### config.mk
export PLATFORM = sky130hd
export DESIGN_NAME = mode_controller
export DESIGN_NICKNAME = d
export VERILOG_FILES = /design/src/rtl/mode_controller.sv
export SDC_FILE = /design/constraint.sdc
export NUM_CORES = 1
export LEC_CHECK = 0
export BUFFER_PORTS_ARGS = -buffer_cell sky130_fd_sc_hd__clkbuf_2
export CELL_PAD_IN_SITES_DETAIL_PLACEMENT = 1
export CELL_PAD_IN_SITES_GLOBAL_PLACEMENT = 1
export CORE_ASPECT_RATIO = 1.2
export CORE_MARGIN = 1.5
export CORE_UTILIZATION = 33
export DETAILED_ROUTE_END_ITERATION = 16
export GPL_TIMING_DRIVEN = 0
export PLACE_DENSITY = 0.75
export SETUP_SLACK_MARGIN = 0.02
export SLEW_MARGIN = 20
export SYNTH_ARGS = -nofsm -noshare
export SYNTH_HDL_FRONTEND = slang
export SYNTH_SLANG_ARGS = --single-unit
### constraint.sdc
create_clock -name clk -period 3.75 [get_ports clk]
set_input_delay 0.75 -clock clk [delete_from_list [all_inputs] [get_ports clk]]
set_output_delay 0.75 -clock clk [all_outputs]
set_load 0.01 [all_outputs]
### src/rtl/mode_controller.sv
// Central sequencer for the clock/timer/stopwatch datapath: display mode, run enables,
// timer add routing, stopwatch long-press clear and the timer-expiry alarm.
module mode_controller #(
    parameter int ALARM_TICKS = 3000,
    parameter int CLR_TICKS   = 1000
) (
    input  logic       clk,
    input  logic       reset,
    input  logic       khz_tick,
    input  logic       btn_select,
    input  logic       btn_toggle,
    input  logic       btn_add_one,
    input  logic       btn_add_ten,
    input  logic       ms_sw,
    input  logic       sec_sw,
    input  logic       min_sw,
    input  logic       hr_sw,
    input  logic       timer_zero,
    output logic [1:0] select,
    output logic       tmr_run,
    output logic       sw_run,
    output logic       sw_clear,
    output logic       tmr_add_one,
    output logic       tmr_add_ten,
    output logic [1:0] tmr_field,
    output logic       field_valid,
    output logic       alarm
);

    localparam int AW = $clog2(ALARM_TICKS + 1);
    localparam int HW = $clog2(CLR_TICKS + 1);
    localparam logic [AW-1:0] ALARM_LOAD = AW'(ALARM_TICKS);
    localparam logic [HW-1:0] CLR_LAST   = HW'(CLR_TICKS - 1);

    typedef enum logic [1:0] {
        MODE_12H       = 2'd0,
        MODE_24H       = 2'd1,
        MODE_TIMER     = 2'd2,
        MODE_STOPWATCH = 2'd3
    } mode_t;

    typedef enum logic [1:0] {
        HOLD_IDLE  = 2'd0,
        HOLD_COUNT = 2'd1,
        HOLD_DONE  = 2'd2
    } hold_t;

    logic          armed_q;
    logic          prev_select_q;
    logic          prev_toggle_q;
    logic          prev_add_one_q;
    logic          prev_add_ten_q;

    mode_t         mode_q, mode_d;
    logic          tmr_run_q, tmr_run_d;
    logic          sw_run_q, sw_run_d;
    logic          sw_clear_q, sw_clear_d;
    logic          add_one_q, add_one_d;
    logic          add_ten_q, add_ten_d;
    logic          alarm_q, alarm_d;
    logic [AW-1:0] alarm_cnt_q, alarm_cnt_d;
    hold_t         hold_q, hold_d;
    logic [HW-1:0] hold_cnt_q, hold_cnt_d;

    logic select_press;
    logic toggle_press;
    logic toggle_release;
    logic add_one_press;
    logic add_ten_press;
    logic any_press;
    logic ack;
    logic mode_step;
    logic expire;
    logic timer_toggle;
    logic add_enable;

    // armed_q masks the first clk after reset so a button held through reset is not a press
    assign select_press   = armed_q & btn_select  & ~prev_select_q;
    assign toggle_press   = armed_q & btn_toggle  & ~prev_toggle_q;
    assign toggle_release = armed_q & ~btn_toggle & prev_toggle_q;
    assign add_one_press  = armed_q & btn_add_one & ~prev_add_one_q;
    assign add_ten_press  = armed_q & btn_add_ten & ~prev_add_ten_q;
    assign any_press      = select_press | toggle_press | add_one_press | add_ten_press;

    assign ack          = alarm_q & any_press;
    assign mode_step    = select_press & ~alarm_q;
    assign expire       = tmr_run_q & timer_zero & ~ack;
    assign timer_toggle = (mode_q == MODE_TIMER) & toggle_press & ~alarm_q & ~mode_step
                        & ~expire & ~(~tmr_run_q & timer_zero);
    assign add_enable   = (mode_q == MODE_TIMER) & ~tmr_run_q & ~alarm_q & field_valid & ~mode_step;

    always_comb begin
        tmr_field = 2'd0;
        if (hr_sw) begin
            tmr_field = 2'd3;
        end else if (min_sw) begin
            tmr_field = 2'd2;
        end else if (sec_sw) begin
            tmr_field = 2'd1;
        end
    end

    assign field_valid = ms_sw | sec_sw | min_sw | hr_sw;

    always_comb begin
        mode_d = mode_q;
        if (mode_step) begin
            mode_d = mode_t'(mode_q + 2'd1);
        end
    end

    always_comb begin
        tmr_run_d   = tmr_run_q;
        alarm_d     = alarm_q;
        alarm_cnt_d = alarm_cnt_q;
        if (ack) begin
            alarm_d     = 1'b0;
            alarm_cnt_d = '0;
        end else begin
            if (alarm_q && khz_tick) begin
                if (alarm_cnt_q <= AW'(1)) begin
                    alarm_d     = 1'b0;
                    alarm_cnt_d = '0;
                end else begin
                    alarm_cnt_d = alarm_cnt_q - AW'(1);
                end
            end
            if (expire) begin
                tmr_run_d   = 1'b0;
                alarm_d     = 1'b1;
                alarm_cnt_d = ALARM_LOAD;
            end else if (timer_toggle) begin
                tmr_run_d = ~tmr_run_q;
            end
        end
    end

    always_comb begin
        add_one_d = 1'b0;
        add_ten_d = 1'b0;
        if (add_enable) begin
            if (add_ten_press) begin
                add_ten_d = 1'b1;
            end else if (add_one_press) begin
                add_one_d = 1'b1;
            end
        end
    end

    // Hold tracking lives only in stopwatch mode; any mode change drops it, so a later release is ignored
    always_comb begin
        hold_d     = hold_q;
        hold_cnt_d = hold_cnt_q;
        sw_run_d   = sw_run_q;
        sw_clear_d = 1'b0;
        if (mode_step) begin
            hold_d     = HOLD_IDLE;
            hold_cnt_d = '0;
        end else if (mode_q == MODE_STOPWATCH) begin
            if (toggle_press && !alarm_q) begin
                hold_d     = HOLD_COUNT;
                hold_cnt_d = '0;
            end else if (toggle_release && hold_q != HOLD_IDLE) begin
                if (hold_q == HOLD_COUNT) begin
                    sw_run_d = ~sw_run_q;
                end
                hold_d     = HOLD_IDLE;
                hold_cnt_d = '0;
            end else if (hold_q == HOLD_COUNT && btn_toggle && khz_tick) begin
                hold_cnt_d = hold_cnt_q + HW'(1);
                if (hold_cnt_q == CLR_LAST) begin
                    sw_clear_d = 1'b1;
                    sw_run_d   = 1'b0;
                    hold_d     = HOLD_DONE;
                end
            end
        end
    end

    always_ff @(posedge clk) begin
        if (reset) begin
            armed_q        <= 1'b0;
            prev_select_q  <= 1'b0;
            prev_toggle_q  <= 1'b0;
            prev_add_one_q <= 1'b0;
            prev_add_ten_q <= 1'b0;
            mode_q         <= MODE_12H;
            tmr_run_q      <= 1'b0;
            sw_run_q       <= 1'b0;
            sw_clear_q     <= 1'b0;
            add_one_q      <= 1'b0;
            add_ten_q      <= 1'b0;
            alarm_q        <= 1'b0;
            alarm_cnt_q    <= '0;
            hold_q         <= HOLD_IDLE;
            hold_cnt_q     <= '0;
        end else begin
            armed_q        <= 1'b1;
            prev_select_q  <= btn_select;
            prev_toggle_q  <= btn_toggle;
            prev_add_one_q <= btn_add_one;
            prev_add_ten_q <= btn_add_ten;
            mode_q         <= mode_d;
            tmr_run_q      <= tmr_run_d;
            sw_run_q       <= sw_run_d;
            sw_clear_q     <= sw_clear_d;
            add_one_q      <= add_one_d;
            add_ten_q      <= add_ten_d;
            alarm_q        <= alarm_d;
            alarm_cnt_q    <= alarm_cnt_d;
            hold_q         <= hold_d;
            hold_cnt_q     <= hold_cnt_d;
        end
    end

    assign select      = mode_q;
    assign tmr_run     = tmr_run_q;
    assign sw_run      = sw_run_q;
    assign sw_clear    = sw_clear_q;
    assign tmr_add_one = add_one_q;
    assign tmr_add_ten = add_ten_q;
    assign alarm       = alarm_q;

endmodule

Yosys cells after proc, flatten, opt, wreduce, memory -nomap -nowiden
Cells that the tools add are included.
- bits in registers: 37
- output and inout port bits: 11
- $add $sub $neg: 3
- order comparisons: 1
- eq/ne operators: 5
- muxes and demuxes: 26
- bitwise logic cells: 46
- reduce and logical (&&, ||, !) cells: 25
- operators with widths (operator ; count):
    $mux W12 ; 3
    $mux W10 ; 3
    $and A1 B1 Y1 ; 24
    $not A1 Y1 ; 16
    $mux W1 ; 14
    $le A12 B1 Y1 const B ; 1
    $mux W2 ; 6
    $reduce_bool A2 Y1 ; 6
    $sub A12 B1 Y12 const B ; 1
    $add A10 B1 Y10 const B ; 1
    $eq A10 B10 Y1 const B ; 1
    $or A1 B1 Y1 ; 6
    $reduce_and A2 Y1 ; 3
    $reduce_and A6 Y1 ; 1
    $reduce_bool A3 Y1 ; 2
    $reduce_or A2 Y1 ; 3
    $reduce_or A3 Y1 ; 2
    $reduce_or A6 Y1 ; 1
    $logic_and A1 B1 Y1 ; 5
    $eq A2 B2 Y1 const B ; 2
    $reduce_and A3 Y1 ; 1
    $add A2 B1 Y2 const B ; 1
    $eq A2 B1 Y1 const B ; 1
    $ne A2 B1 Y1 const B ; 1
    $logic_not A1 Y1 ; 1

Longest topological paths before layout
Gate-level depths: netlist of the first run.
- word-level depth: 13
- mapped depth: 7
- gate-level depth less buffers: 7

Worst setup path after synthesis of the first run
OpenSTA, ideal clock, no wires.
- path type: input to output
- from: input port min_sw
- to: output port field_valid
- arrival time: 1354 ps
- required time: 3000 ps
- setup slack: 1646 ps
- stages: 3
- cells stage by stage: or2_2 > nor3_1 > inv_1
- cells in the longest elaborated chain, start to end: 2
- ends and longest elaborated chain (item ; line ; RTL):
    start: declaration ; 16 ; input logic min_sw,
    $or A1 B1 Y1 (2 in a row) ; 103 ; assign field_valid = ms_sw | sec_sw | min_sw | hr_sw;
    end: declaration ; 26 ; output logic field_valid,
No other way between the ends.

Worst setup path in the final report of the first run
Ends and elaborated chain as after synthesis.

==> metrics.txt, run 1 <==
# TYPE chip_impl_metric gauge
chip_impl_info{name="result_of_the_run",value="completed"} 1
chip_impl_info{name="cts_tree",value="done"} 1
chip_impl_metric{name="async_reset_ff_frac",unit=""} 0
chip_impl_metric{name="drv_cap",unit=""} 0
chip_impl_metric{name="final-hold-violation-count",unit=""} 0
chip_impl_metric{name="worst_pin_slew",unit="ns"} 0.577
chip_impl_metric{name="synth_area",unit="sq mm"} 0.00177
chip_impl_metric{name="io_pins",unit=""} 23
chip_impl_metric{name="post_route_cells_drive_above_1_share",unit=""} 0.155
chip_impl_metric{name="design.die.area",unit="sq mm"} 0.00583
chip_impl_metric{name="power.total",unit="uW"} 815
chip_impl_info{name="synthFlopType",value="dfxtp_1"} 1
chip_impl_metric{name="detailedPlace.worstSlack",unit="ns"} 1.31
chip_impl_metric{name="clk_latency",unit="ns"} 0.29
chip_impl_metric{name="placement.io_buffers",unit=""} 22
chip_impl_metric{name="routabilityCongestion",unit=""} 0.756
chip_impl_info{name="critPathLaunch",value="min_sw"} 1
chip_impl_metric{name="dr.first_iter.drc_count",unit=""} 66
chip_impl_metric{name="number_of_failing_setup_endpoints_in_the_final_timing_report",unit=""} 0
chip_impl_metric{name="layout-area-overhead-vs-synth",unit="%"} 17.3
chip_impl_info{name="critPathKind",value="input pin to primary output"} 1
chip_impl_metric{name="yosys.area_share.simple",unit=""} 0.305
chip_impl_metric{name="wire_per_inst",unit="um"} 14.4
chip_impl_metric{name="clock.fmax",unit="MHz"} 433
chip_impl_metric{name="slew-limit-headroom",unit=""} 0.613
chip_impl_metric{name="post_synth_edffs",unit=""} 0
chip_impl_info{name="hold_path.class",value="flop to flop"} 1
chip_impl_metric{name="yosysWarningCount",unit=""} 0
chip_impl_metric{name="cts_sinks",unit=""} 37
chip_impl_info{name="main_combinational_cell_family_by_area_after_synthesis",value="simple AND/OR/NAND/NOR gates"} 1
chip_impl_metric{name="critical_path.max_fanout",unit=""} 2
chip_impl_metric{name="grt_max_degree",unit=""} 13
chip_impl_metric{name="synth-seq-cells",unit=""} 37
chip_impl_metric{name="regToRegSetupSlack",unit="ns"} 1.63
chip_impl_metric{name="die_x",unit="um"} 69.9
chip_impl_metric{name="placement_rows",unit=""} 29
chip_impl_metric{name="synthesis.nets",unit=""} 226
chip_impl_metric{name="synthMuxAreaShare",unit=""} 0.00564
chip_impl_info{name="critical_path.reg2reg.startpoint",value="alarm_cnt_q[4]$_SDFFE_PP0P_"} 1
chip_impl_metric{name="path_clk_slew",unit="ns"} 0.08
chip_impl_metric{name="antenna_cells_inserted",unit=""} 0
chip_impl_metric{name="cts_post_setup_buffers_inserted",unit=""} 0
chip_impl_metric{name="synth_seq_area_share",unit=""} 0.417
chip_impl_metric{name="cellLeakagePower",unit="uW"} 0.000783
chip_impl_metric{name="worstPathRequired",unit="ns"} 3.00
chip_impl_info{name="end_kind",value="primary output"} 1
chip_impl_metric{name="antenna_left",unit=""} 0
chip_impl_metric{name="peakVddDrop",unit="mV"} 0.139
chip_impl_metric{name="detailroute.via_count",unit=""} 1583
chip_impl_metric{name="final_cells",unit=""} 301
chip_impl_metric{name="synthCells",unit=""} 209
chip_impl_metric{name="timing.clock.skew",unit="ns"} 0.00419
chip_impl_info{name="start_kind",value="input pin"} 1
chip_impl_metric{name="slew_violations",unit=""} 0
chip_impl_info{name="clock_tree_root",value="clkbuf_8"} 1
chip_impl_metric{name="dr.pass1.iters",unit=""} 4
chip_impl_metric{name="setup-tns-final",unit="ns"} 0
chip_impl_metric{name="die_y",unit="um"} 83.3
chip_impl_metric{name="final_critical_path_setup_slack",unit="ns"} 1.44
chip_impl_metric{name="first_pass_grt_wire_length",unit="mm"} 7.52
chip_impl_metric{name="synth_xor_xnor_area_share",unit=""} 0.0444
chip_impl_metric{name="grt_antenna_before_repair",unit=""} 0
chip_impl_metric{name="initial_utilization",unit=""} 0.340
chip_impl_metric{name="dp.cells",unit=""} 293
chip_impl_metric{name="number_of_global_route_vias_before_repair",unit=""} 1658
chip_impl_metric{name="clockBufferDepth",unit=""} 2
chip_impl_metric{name="nFillCells",unit=""} 661
chip_impl_metric{name="grt_util_all_layers",unit=""} 0.161
chip_impl_metric{name="detail_route.drc_violations",unit=""} 0
chip_impl_metric{name="post_cts_resized",unit=""} 0
chip_impl_metric{name="cts_hold_repair.buffers",unit=""} 0
chip_impl_info{name="rsz_0062_raised_after_global_routing",value="false"} 1
chip_impl_metric{name="post_synth_fa_ha_maj_area_fraction",unit=""} 0.0353
chip_impl_metric{name="nets",unit=""} 255
chip_impl_metric{name="synth_compound_gate_area_share",unit=""} 0.166
chip_impl_metric{name="cts_buffers",unit=""} 5
chip_impl_metric{name="routed_via_density",unit=""} 5.26
chip_impl_info{name="worstHoldStart",value="hold_cnt_q[9]$_SDFFE_PP0P_"} 1
chip_impl_metric{name="globalRoute.totalOverflow",unit=""} 0
chip_impl_metric{name="yosys.cell_types.count",unit=""} 42
chip_impl_metric{name="dp.final_hpwl",unit="mm"} 3.31
chip_impl_metric{name="arrival",unit="ns"} 1.56
chip_impl_metric{name="placeable_area",unit="sq mm"} 0.00523
chip_impl_metric{name="final_min_period_over_clock_period",unit=""} 0.617
chip_impl_metric{name="post-route-min-period",unit="ns"} 2.31
chip_impl_metric{name="finalWirelength",unit="mm"} 4.35
chip_impl_metric{name="post_synth.cell_area_avg",unit="sq um"} 8.49
chip_impl_metric{name="htree_levels",unit=""} 2
chip_impl_metric{name="power.density",unit="mW/mm^2"} 392
through the flow:
step / area, sq um / utilization / hold WS (ns)
2_1_floorplan: 1770 / - / 0.453
3_3_place_gp: 1960 / 0.375 / 0.467
3_5_place_dp: 1960 / 0.375 / 0.476
4_1_cts: 2080 / 0.398 / 0.493
5_1_grt: 2080 / 0.398 / 0.525
6_report: 2080 / 0.398 / 0.488
power by group:
group	switching, uW	total [uW]	internal [uW]
registers	4.71	403	398
logic	28.0	46.6	18.6
clock network	150	366	216
total	182	815	633
cell families (layout without fill, tap and decap cells):
kind of cell	after synthesis	count (layout)
AOI/OAI and AO/OA	49	49
DFF	37	37
adders and majority gates	5	5
buffers and inverters	12	42
muxes	1	1
xor gates and xnor gates	9	9
and+or+nand+nor	96	96
sequential cells by signal (all words and copies together) (netlist names):
| signal | cells |
|---|---|
| alarm | 1 |
| alarm_cnt_q | 12 |
| armed_q | 1 |
| hold_cnt_q | 10 |
| hold_q | 2 |
| prev_add_one_q | 1 |
| prev_add_ten_q | 1 |
| prev_select_q | 1 |
| prev_toggle_q | 1 |
| select | 2 |
| sw_clear | 1 |
| sw_run | 1 |
| tmr_add_one | 1 |
| tmr_add_ten | 1 |
| tmr_run | 1 |
per-layer routing:
| layer | up-vias | part of all wire | routed length (um) | global-route usage |
|---|---|---|---|---|
| li1 | 806 | - | - | - |
| met1 | 758 | 0.46 | 1980 | 0.185 |
| met2 | 15 | 0.51 | 2220 | 0.284 |
| met3 | 4 | 0.023 | 100 | 0.0376 |
| met4 | 0 | 0.011 | 49 | 0.0682 |
| met5 | - | 0 | 0 | 0 |
cell usage after synthesis (2+ instances only):
library cell	number	area [sq um]
or4_1	4	30.0
nor3_1	6	30.0
nand2b_1	9	56.3
nor2b_1	8	50.1
o31a_1	2	17.5
o21ai_1	2	10.0
clkbuf_1	4	15.0
or2_2	2	12.5
inv_1	8	30.0
o31ai_1	4	30.0
or4_4	2	22.5
dfxtp_1	37	741
and2_1	2	12.5
a21oi_1	15	75.1
nor4_1	4	25.0
ha_1	5	62.6
nand3_1	9	45.0
or3_1	8	50.1
xor2_1	4	35.0
o21ai_0	13	65.1
a21o_1	3	22.5
a21boi_1	2	15.0
and3_1	2	12.5
nand2_1	12	45.0
nor2_1	18	67.6
nand4_1	4	25.0
xnor2_1	5	43.8
critical path, cell delays in order:
cell	delay (ns)
clkbuf_2	0.09
or2_2	0.32
nor3_1	0.21
inv_1	0.07
clkbuf_2	0.13
cell usage in the layout (no fill, tap or decap), types with 2 or more instances in the layout:
master	instances
and3_1	2
a21o_1	3
clkbuf_8	6
nor2_1	18
o21ai_1	2
or4_4	2
ha_1	5
o31a_1	2
xnor2_1	5
a21oi_1	15
dfxtp_1	37
o31ai_1	4
or3_1	8
clkbuf_1	4
nor4_1	4
nand2_1	12
nor2b_1	8
nand3_1	9
and2_1	2
nor3_1	6
or4_1	4
o21ai_0	13
or2_2	2
clkbuf_2	22
inv_1	8
nand2b_1	9
nand4_1	4
xor2_1	4
a21boi_1	2
path summary, 6_finish.rpt:
check	to	cells after the start
worst max-delay path	field_valid	5
worst min-delay path	hold_cnt_q[9]$_SDFFE_PP0P_	2
worst min register to register	hold_cnt_q[9]$_SDFFE_PP0P_	2
worst max register to register	alarm_cnt_q[6]$_SDFFE_PP0P_	5
final cells by class:
class,count,area [sq um],share of cell area
clock inverter,2,37.5,0.0180
clock buffer,6,82.6,0.0397
sequential,37,741,0.356
buffer,4,15.0,0.00721
tap,62,77.6,0.0373
timing repair buffer,22,110,0.0529
inverter,8,30.0,0.0144
multi-input combinational,160,988,0.475
(Power assumes the default switching activity.)
==> inputs of run 2 (changes only) <==
Settings changed: ABC_AREA from default to 1, PLACE_DENSITY 0.75 to 0.8.
Clock period 3.75 ns to 2.05 ns, I/O delays scaled along.
==> run 2 against run 1 <==
Critical endpoint is now alarm_cnt_q[5]$_SDFFE_PP0P_. Sequential share of layout area down 4.7 points. Clock power up 110%. Sequential cell count unchanged. Count of clock-buffer cells in the layout down 1. Non-clock buffer count down 1. Power up 96%. Highest routed layer unchanged. Core utilization up 0.091 points. Cell count up 42%.
==> metrics.txt, run 2 <==
# TYPE chip_impl_metric gauge
chip_impl_info{name="worstReg2RegEnd",value="alarm_cnt_q[5]$_SDFFE_PP0P_"} 1
chip_impl_metric{name="async_reset_ff_frac",unit=""} 0
chip_impl_metric{name="layout-area-overhead-vs-synth",unit="%"} 16.9
chip_impl_metric{name="finalWirelength",unit="mm"} 5.11
chip_impl_metric{name="die_x",unit="um"} 75.0
chip_impl_info{name="result_of_the_run",value="completed"} 1
chip_impl_metric{name="regToRegSetupSlack",unit="ns"} 0.43
chip_impl_metric{name="globalRoute.totalOverflow",unit=""} 0
chip_impl_metric{name="synthMuxAreaShare",unit=""} 0
chip_impl_metric{name="synth_compound_gate_area_share",unit=""} 0.0883
chip_impl_metric{name="synth_seq_area_share",unit=""} 0.361
chip_impl_metric{name="yosysWarningCount",unit=""} 0
chip_impl_metric{name="worst_pin_slew",unit="ns"} 0.440
chip_impl_metric{name="post_cts_resized",unit=""} 0
chip_impl_metric{name="max_ffs_per_register",unit=""} 12
chip_impl_metric{name="initial_utilization",unit=""} 0.342
chip_impl_info{name="cts_tree",value="done"} 1
chip_impl_metric{name="wire_per_inst",unit="um"} 12.0
chip_impl_metric{name="arrival",unit="ns"} 1.85
chip_impl_metric{name="worst-path-buf-inv",unit=""} 1
chip_impl_metric{name="final-hold-violation-count",unit=""} 0
chip_impl_metric{name="yosys.cell_types.count",unit=""} 26
chip_impl_metric{name="instance_count_on_the_critical_path",unit=""} 7
chip_impl_metric{name="htree_levels",unit=""} 2
chip_impl_metric{name="antenna_left",unit=""} 0
chip_impl_info{name="start_kind",value="flop"} 1
chip_impl_metric{name="setup-tns-final",unit="ns"} 0
chip_impl_metric{name="synthesis.nets",unit=""} 332
chip_impl_metric{name="die_y",unit="um"} 89.4
chip_impl_metric{name="power.density",unit="mW/mm^2"} 667
chip_impl_metric{name="dp.final_hpwl",unit="mm"} 4.02
chip_impl_metric{name="design.die.area",unit="sq mm"} 0.00671
chip_impl_info{name="worstHoldStart",value="btn_add_ten"} 1
chip_impl_info{name="hold_path.class",value="input pin to flop"} 1
chip_impl_metric{name="yosys.area_share.simple",unit=""} 0.382
chip_impl_metric{name="peakVddDrop",unit="mV"} 0.368
chip_impl_metric{name="post_synth_edffs",unit=""} 0
chip_impl_metric{name="placement.io_buffers",unit=""} 22
chip_impl_metric{name="routabilityCongestion",unit=""} 0.783
chip_impl_info{name="cp_common_cell",value="nand3_1"} 1
chip_impl_metric{name="critical_path.max_stage_delay",unit="ns"} 0.35
chip_impl_metric{name="dr.first_iter.drc_count",unit=""} 62
chip_impl_metric{name="clockBufferDepth",unit=""} 2
chip_impl_metric{name="cellLeakagePower",unit="uW"} 0.00113
chip_impl_metric{name="synth_area",unit="sq mm"} 0.00205
chip_impl_metric{name="worst-r2r-cell-count",unit=""} 7
chip_impl_info{name="layout_common_cells",value="nand2_1, inv_1, nor2_1, nand3_1, dfxtp_1"} 1
chip_impl_metric{name="clk_latency",unit="ns"} 0.29
chip_impl_metric{name="io_pins",unit=""} 23
chip_impl_info{name="end_kind",value="flop"} 1
chip_impl_metric{name="cts_buffers",unit=""} 5
chip_impl_info{name="max_flop_register",value="alarm_cnt_q"} 1
chip_impl_metric{name="final_min_period_over_clock_period",unit=""} 0.792
chip_impl_metric{name="cts_post_setup_buffers_inserted",unit=""} 0
chip_impl_info{name="main_combinational_cell_family_by_area_after_synthesis",value="simple AND/OR/NAND/NOR gates"} 1
chip_impl_info{name="post-synth-top-count-cell",value="nand2_1"} 1
chip_impl_info{name="yosys.area.top_type",value="dfxtp_1"} 1
chip_impl_metric{name="path_clk_slew",unit="ns"} 0.08
chip_impl_metric{name="post_synth.cell_area_avg",unit="sq um"} 6.52
chip_impl_metric{name="clock.fmax",unit="MHz"} 616
chip_impl_metric{name="cts_sinks",unit=""} 37
chip_impl_info{name="clock_tree_root",value="clkbuf_8"} 1
chip_impl_info{name="most_frequent_cells_after_synthesis",value="nand2_1, inv_1, dfxtp_1, nand3_1, nor2_1"} 1
chip_impl_metric{name="drv_cap",unit=""} 0
chip_impl_metric{name="worstPathRequired",unit="ns"} 2.27
chip_impl_metric{name="placement_rows",unit=""} 31
chip_impl_metric{name="slew-limit-headroom",unit=""} 0.707
chip_impl_metric{name="timing.clock.skew",unit="ns"} 0.00614
chip_impl_metric{name="first_pass_grt_wire_length",unit="mm"} 8.89
chip_impl_metric{name="synth-seq-cells",unit=""} 37
chip_impl_info{name="path_delay_family",value="simple AND/OR/NAND/NOR gates"} 1
chip_impl_info{name="synthFlopType",value="dfxtp_1"} 1
chip_impl_metric{name="synth_xor_xnor_area_share",unit=""} 0.0128
chip_impl_info{name="post_synth_main_area_contributors",value="dfxtp_1, nand2_1, inv_1"} 1
chip_impl_metric{name="number_of_global_route_vias_before_repair",unit=""} 2104
chip_impl_metric{name="number_of_failing_setup_endpoints_in_the_final_timing_report",unit=""} 0
chip_impl_info{name="final_common_cell",value="nand2_1"} 1
chip_impl_metric{name="synth.top_cell.area_share",unit=""} 0.361
chip_impl_info{name="registers_with_the_most_flip_flops",value="alarm_cnt_q x12, hold_cnt_q x10"} 1
chip_impl_metric{name="grt_antenna_before_repair",unit=""} 0
chip_impl_metric{name="nets",unit=""} 361
chip_impl_info{name="timing.hold.worst_endpoint",value="prev_add_ten_q$_SDFF_PP0_"} 1
chip_impl_metric{name="dr.pass1.iters",unit=""} 4
chip_impl_info{name="rsz_0062_raised_after_global_routing",value="false"} 1
chip_impl_info{name="critPathKind",value="flop to flop"} 1
chip_impl_metric{name="critical_path.max_fanout",unit=""} 8
chip_impl_metric{name="grt_max_degree",unit=""} 13
chip_impl_metric{name="placeable_area",unit="sq mm"} 0.00601
chip_impl_metric{name="post_route_cells_drive_above_1_share",unit=""} 0.142
chip_impl_metric{name="cts_hold_repair.buffers",unit=""} 0
chip_impl_metric{name="detail_route.drc_violations",unit=""} 0
chip_impl_metric{name="antenna_cells_inserted",unit=""} 0
chip_impl_info{name="critical_path.reg2reg.startpoint",value="alarm_cnt_q[0]$_SDFFE_PP0P_"} 1
chip_impl_metric{name="routed_via_density",unit=""} 4.78
chip_impl_metric{name="worst_hold_slack",unit="ns"} 0.322
chip_impl_info{name="cpMaxStageDelayCell",value="dfxtp_1"} 1
chip_impl_metric{name="grt_util_all_layers",unit=""} 0.172
chip_impl_metric{name="post_synth_fa_ha_maj_area_fraction",unit=""} 0.0305
chip_impl_metric{name="slew_violations",unit=""} 0
chip_impl_metric{name="detailroute.via_count",unit=""} 2041
chip_impl_info{name="cp_cell_sequence",value="inv_1 -> ha_1 -> nand3_1 -> nand2_1 -> nand3_1 -> nand3_1 -> a21oi_1"} 1
chip_impl_metric{name="synthCells",unit=""} 315
chip_impl_metric{name="post-route-min-period",unit="ns"} 1.62
chip_impl_metric{name="holdPathStages",unit=""} 3
-- run 2: layer usage --
layer,vias up,track usage,wire length [um],part of all wire
li1,1062,-,-,-
met3,6,0.0304,112,0.022
met4,0,0.0645,86,0.017
met1,957,0.191,2200,0.43
met2,16,0.320,2710,0.53
met5,-,0,0,0
-- run 2: kinds of logic after synthesis --
logic type      count (synthesis)
buf+inv                        66
fa+ha+maj                       5
flops                          37
compound gates                 31
simple gates                  173
xor+xnor                        3
-- run 2: tightest hold or removal path, delay by kind of cell --
kind / cells / cell delay [ns]
buf+inv: 2 / 0.14
simple gates: 1 / 0.03
-- run 2: report_power, final --
group | switching, uW | total [uW] | internal [uW]
Clock | 274 | 757 | 483
Combinational | 71.7 | 109 | 37.2
Sequential | 7.24 | 735 | 728
-- run 2: layout make-up --
cell class                 count  area, sq um
sequential                    37          741
inverter                      63          236
tap                           82          103
clock inverter                 3         65.1
fill                         813         3610
buffer                         3         22.5
clock buffer                   5         68.8
multi-input combinational    212         1050
timing repair buffer          22          110
-- run 2: how the worst max path moves through the flow --
| stage | start | endpoint | slack (ns) |
|---|---|---|---|
| finish | alarm_cnt_q[0]$_SDFFE_PP0P_ | alarm_cnt_q[5]$_SDFFE_PP0P_ | 0.43 |
| global route | alarm$_SDFFE_PP0P_ | hold_cnt_q[7]$_SDFFE_PP0P_ | 0.24 |
| CTS | alarm_cnt_q[0]$_SDFFE_PP0P_ | alarm_cnt_q[5]$_SDFFE_PP0P_ | 0.41 |
| detailed placement | alarm_cnt_q[0]$_SDFFE_PP0P_ | alarm_cnt_q[5]$_SDFFE_PP0P_ | 0.42 |
| global placement | alarm_cnt_q[0]$_SDFFE_PP0P_ | alarm_cnt_q[8]$_SDFFE_PP0P_ | 0.46 |
| floorplan | min_sw | field_valid | 0.72 |
-- run 2: stage by stage --
step	setup slack, ns	area [sq um]	instances	util	power, uW
finish	0.426	2400	427	0.399	1600
global route	0.242	2400	427	0.399	1670
global placement	0.462	2270	419	0.377	858
floorplan	0.721	2050	315	-	820
CTS	0.409	2400	427	0.399	1630
detailed placement	0.418	2270	419	0.377	862
==> inputs of run 3 (changes only) <==
Settings changed: PLACE_DENSITY 0.8 to 0.78.
Clock period 2.05 ns to 1.5 ns, I/O delays scaled along.
==> run 3 against run 2 <==
Fmax up 17%. Routed wire length up 1.4%. Cell area increased by 3.1%. Global-route usage is 0.15 points higher. Non-clock buffer count up 3. Power rose by 14%. First-iteration DRC count is 23% lower. Worst setup slack got worse by 0.32 ns. Core utilization increased by 1.2 points. Die area did not move. Critical path depth rose by 1.
==> metrics.txt, run 3 (synthesis results as in run 2) <==
# TYPE chip_impl_metric gauge
chip_impl_info{name="result_of_the_run",value="completed"} 1
chip_impl_metric{name="detailedPlace.worstSlack",unit="ns"} -0.0908
chip_impl_metric{name="final_critical_path_setup_slack",unit="ns"} 0.110
chip_impl_metric{name="htree_levels",unit=""} 2
chip_impl_metric{name="final-hold-violation-count",unit=""} 0
chip_impl_metric{name="clockBufferDepth",unit=""} 2
chip_impl_metric{name="worst_pin_slew",unit="ns"} 0.279
chip_impl_metric{name="grt_util_all_layers",unit=""} 0.174
chip_impl_metric{name="worstPathRequired",unit="ns"} 1.68
chip_impl_metric{name="antenna_cells_inserted",unit=""} 0
chip_impl_metric{name="slew_violations",unit=""} 0
chip_impl_metric{name="dr.first_iter.drc_count",unit=""} 48
chip_impl_metric{name="initial_utilization",unit=""} 0.342
chip_impl_metric{name="finalWirelength",unit="mm"} 5.18
chip_impl_info{name="final_common_cell",value="nand2_1"} 1
chip_impl_metric{name="setup-tns-final",unit="ns"} 0
chip_impl_metric{name="placeable_area",unit="sq mm"} 0.00601
chip_impl_metric{name="timing.clock.skew",unit="ns"} 0.00561
chip_impl_metric{name="die_x",unit="um"} 75.0
chip_impl_info{name="hold_path.class",value="input pin to flop"} 1
chip_impl_metric{name="critical_path.max_fanout",unit=""} 5
chip_impl_metric{name="design.die.area",unit="sq mm"} 0.00671
chip_impl_info{name="clock_tree_root",value="clkbuf_8"} 1
chip_impl_metric{name="cts_hold_repair.buffers",unit=""} 0
chip_impl_info{name="registers_with_the_most_flip_flops",value="alarm_cnt_q x12, hold_cnt_q x10"} 1
chip_impl_metric{name="antenna_left",unit=""} 0
chip_impl_info{name="layout_common_cells",value="nand2_1, inv_1, nand3_1"} 1
chip_impl_metric{name="grt_antenna_before_repair",unit=""} 0
chip_impl_metric{name="layout-area-overhead-vs-synth",unit="%"} 20.5
chip_impl_metric{name="routed_via_density",unit=""} 4.78
chip_impl_metric{name="first_pass_grt_wire_length",unit="mm"} 8.98
chip_impl_metric{name="number_of_failing_setup_endpoints_in_the_final_timing_report",unit=""} 0
chip_impl_metric{name="dr.pass1.iters",unit=""} 4
chip_impl_metric{name="drv_cap",unit=""} 0
chip_impl_metric{name="grt_max_degree",unit=""} 11
chip_impl_metric{name="clk_latency",unit="ns"} 0.28
chip_impl_metric{name="detail_route.drc_violations",unit=""} 0
chip_impl_info{name="rsz_0062_raised_after_global_routing",value="true"} 1
chip_impl_metric{name="arrival",unit="ns"} 1.57
chip_impl_info{name="critPathKind",value="flop to flop"} 1
chip_impl_metric{name="cts_sinks",unit=""} 37
chip_impl_metric{name="die_y",unit="um"} 89.4
chip_impl_info{name="max_flop_register",value="alarm_cnt_q"} 1
chip_impl_metric{name="routabilityCongestion",unit=""} 0.750
chip_impl_info{name="cts_tree",value="done"} 1
chip_impl_metric{name="cellLeakagePower",unit="uW"} 0.00114
chip_impl_metric{name="placement.io_buffers",unit=""} 22
chip_impl_info{name="end_kind",value="flop"} 1
chip_impl_metric{name="peakVddDrop",unit="mV"} 0.358
chip_impl_metric{name="dp.final_hpwl",unit="mm"} 4.02
chip_impl_metric{name="clock.fmax",unit="MHz"} 719
chip_impl_metric{name="detailroute.via_count",unit=""} 2046
chip_impl_metric{name="power.total",unit="uW"} 1820
chip_impl_info{name="start_kind",value="flop"} 1
chip_impl_metric{name="nets",unit=""} 364
chip_impl_metric{name="post_route_cells_drive_above_1_share",unit=""} 0.208
chip_impl_metric{name="number_of_global_route_vias_before_repair",unit=""} 2035
chip_impl_metric{name="path_clk_slew",unit="ns"} 0.07
chip_impl_metric{name="slew-limit-headroom",unit=""} 0.814
chip_impl_metric{name="io_pins",unit=""} 23
chip_impl_metric{name="worst_hold_slack",unit="ns"} 0.215
chip_impl_metric{name="post-route-min-period",unit="ns"} 1.39
chip_impl_metric{name="power.density",unit="mW/mm^2"} 736
chip_impl_metric{name="cts_buffers",unit=""} 5
chip_impl_metric{name="max_ffs_per_register",unit=""} 12
chip_impl_metric{name="wire_per_inst",unit="um"} 12.1
chip_impl_metric{name="globalRoute.totalOverflow",unit=""} 0
chip_impl_metric{name="placement_rows",unit=""} 31
chip_impl_metric{name="final_min_period_over_clock_period",unit=""} 0.927
run 3: path summary, 6_finish.rpt:
kind	from	endpoint	slack [ns]	depth (start not counted)
worst min-delay path	btn_add_ten	prev_add_ten_q$_SDFF_PP0_	0.22	3
worst min register to register	hold_q[0]$_SDFFE_PP0P_	hold_q[0]$_SDFFE_PP0P_	0.46	2
worst max register to register	hold_cnt_q[1]$_SDFFE_PP0P_	hold_cnt_q[8]$_SDFFE_PP0P_	0.11	8
worst max-delay path	hold_cnt_q[1]$_SDFFE_PP0P_	hold_cnt_q[8]$_SDFFE_PP0P_	0.11	8
run 3: layout make-up:
cell class / instances / area (sq um)
plain buffers: 3 / 23.8
clock buffers: 5 / 68.8
clock inverters: 1 / 5.00
fillers: 805 / 3540
inverters: 63 / 236
multi-input cells: 212 / 1160
flip-flops and latches: 37 / 748
well taps: 82 / 103
repair buffers: 25 / 133
run 3: critical path, cell delays in order (launching register included):
cell and delay, ns:
dfxtp_1 0.38, ha_2 0.21, nand2_2 0.10, nor2_4 0.14, nand4_1 0.13, o21ai_1 0.16
nand2_1 0.06, nand2_1 0.06, inv_1 0.04
run 3: per-stage QoR:
| stage | std cells | area, sq um | utilization |
|---|---|---|---|
| detailed placement | 419 | 2270 | 0.377 |
| floorplan | 315 | 2050 | - |
| CTS | 426 | 2380 | 0.397 |
| global route | 428 | 2470 | 0.412 |
| global placement | 419 | 2270 | 0.377 |
| finish | 428 | 2470 | 0.412 |
run 3: report_power, final:
group / total [uW] / switching, uW / internal, uW
logic: 168 / 108 / 60.1
clock network: 651 / 345 / 306
registers: 1000 / 10.3 / 994
run 3: layer usage:
metal  track usage  part of all wire  up-vias  wire length, um
met5             0                 0        -                0
met4        0.0545             0.014        0               72
met3        0.0304             0.017        6               87
met2         0.326              0.54       13             2780
met1         0.195              0.43      961             2240
li1              -                 -     1066                -
run 3: timing repair:
item,4_1_cts,5_1_grt
buffers inserted,1,2
endpoints found under the setup margin,18,26
pin swaps,0,4
resized for setup,10,23
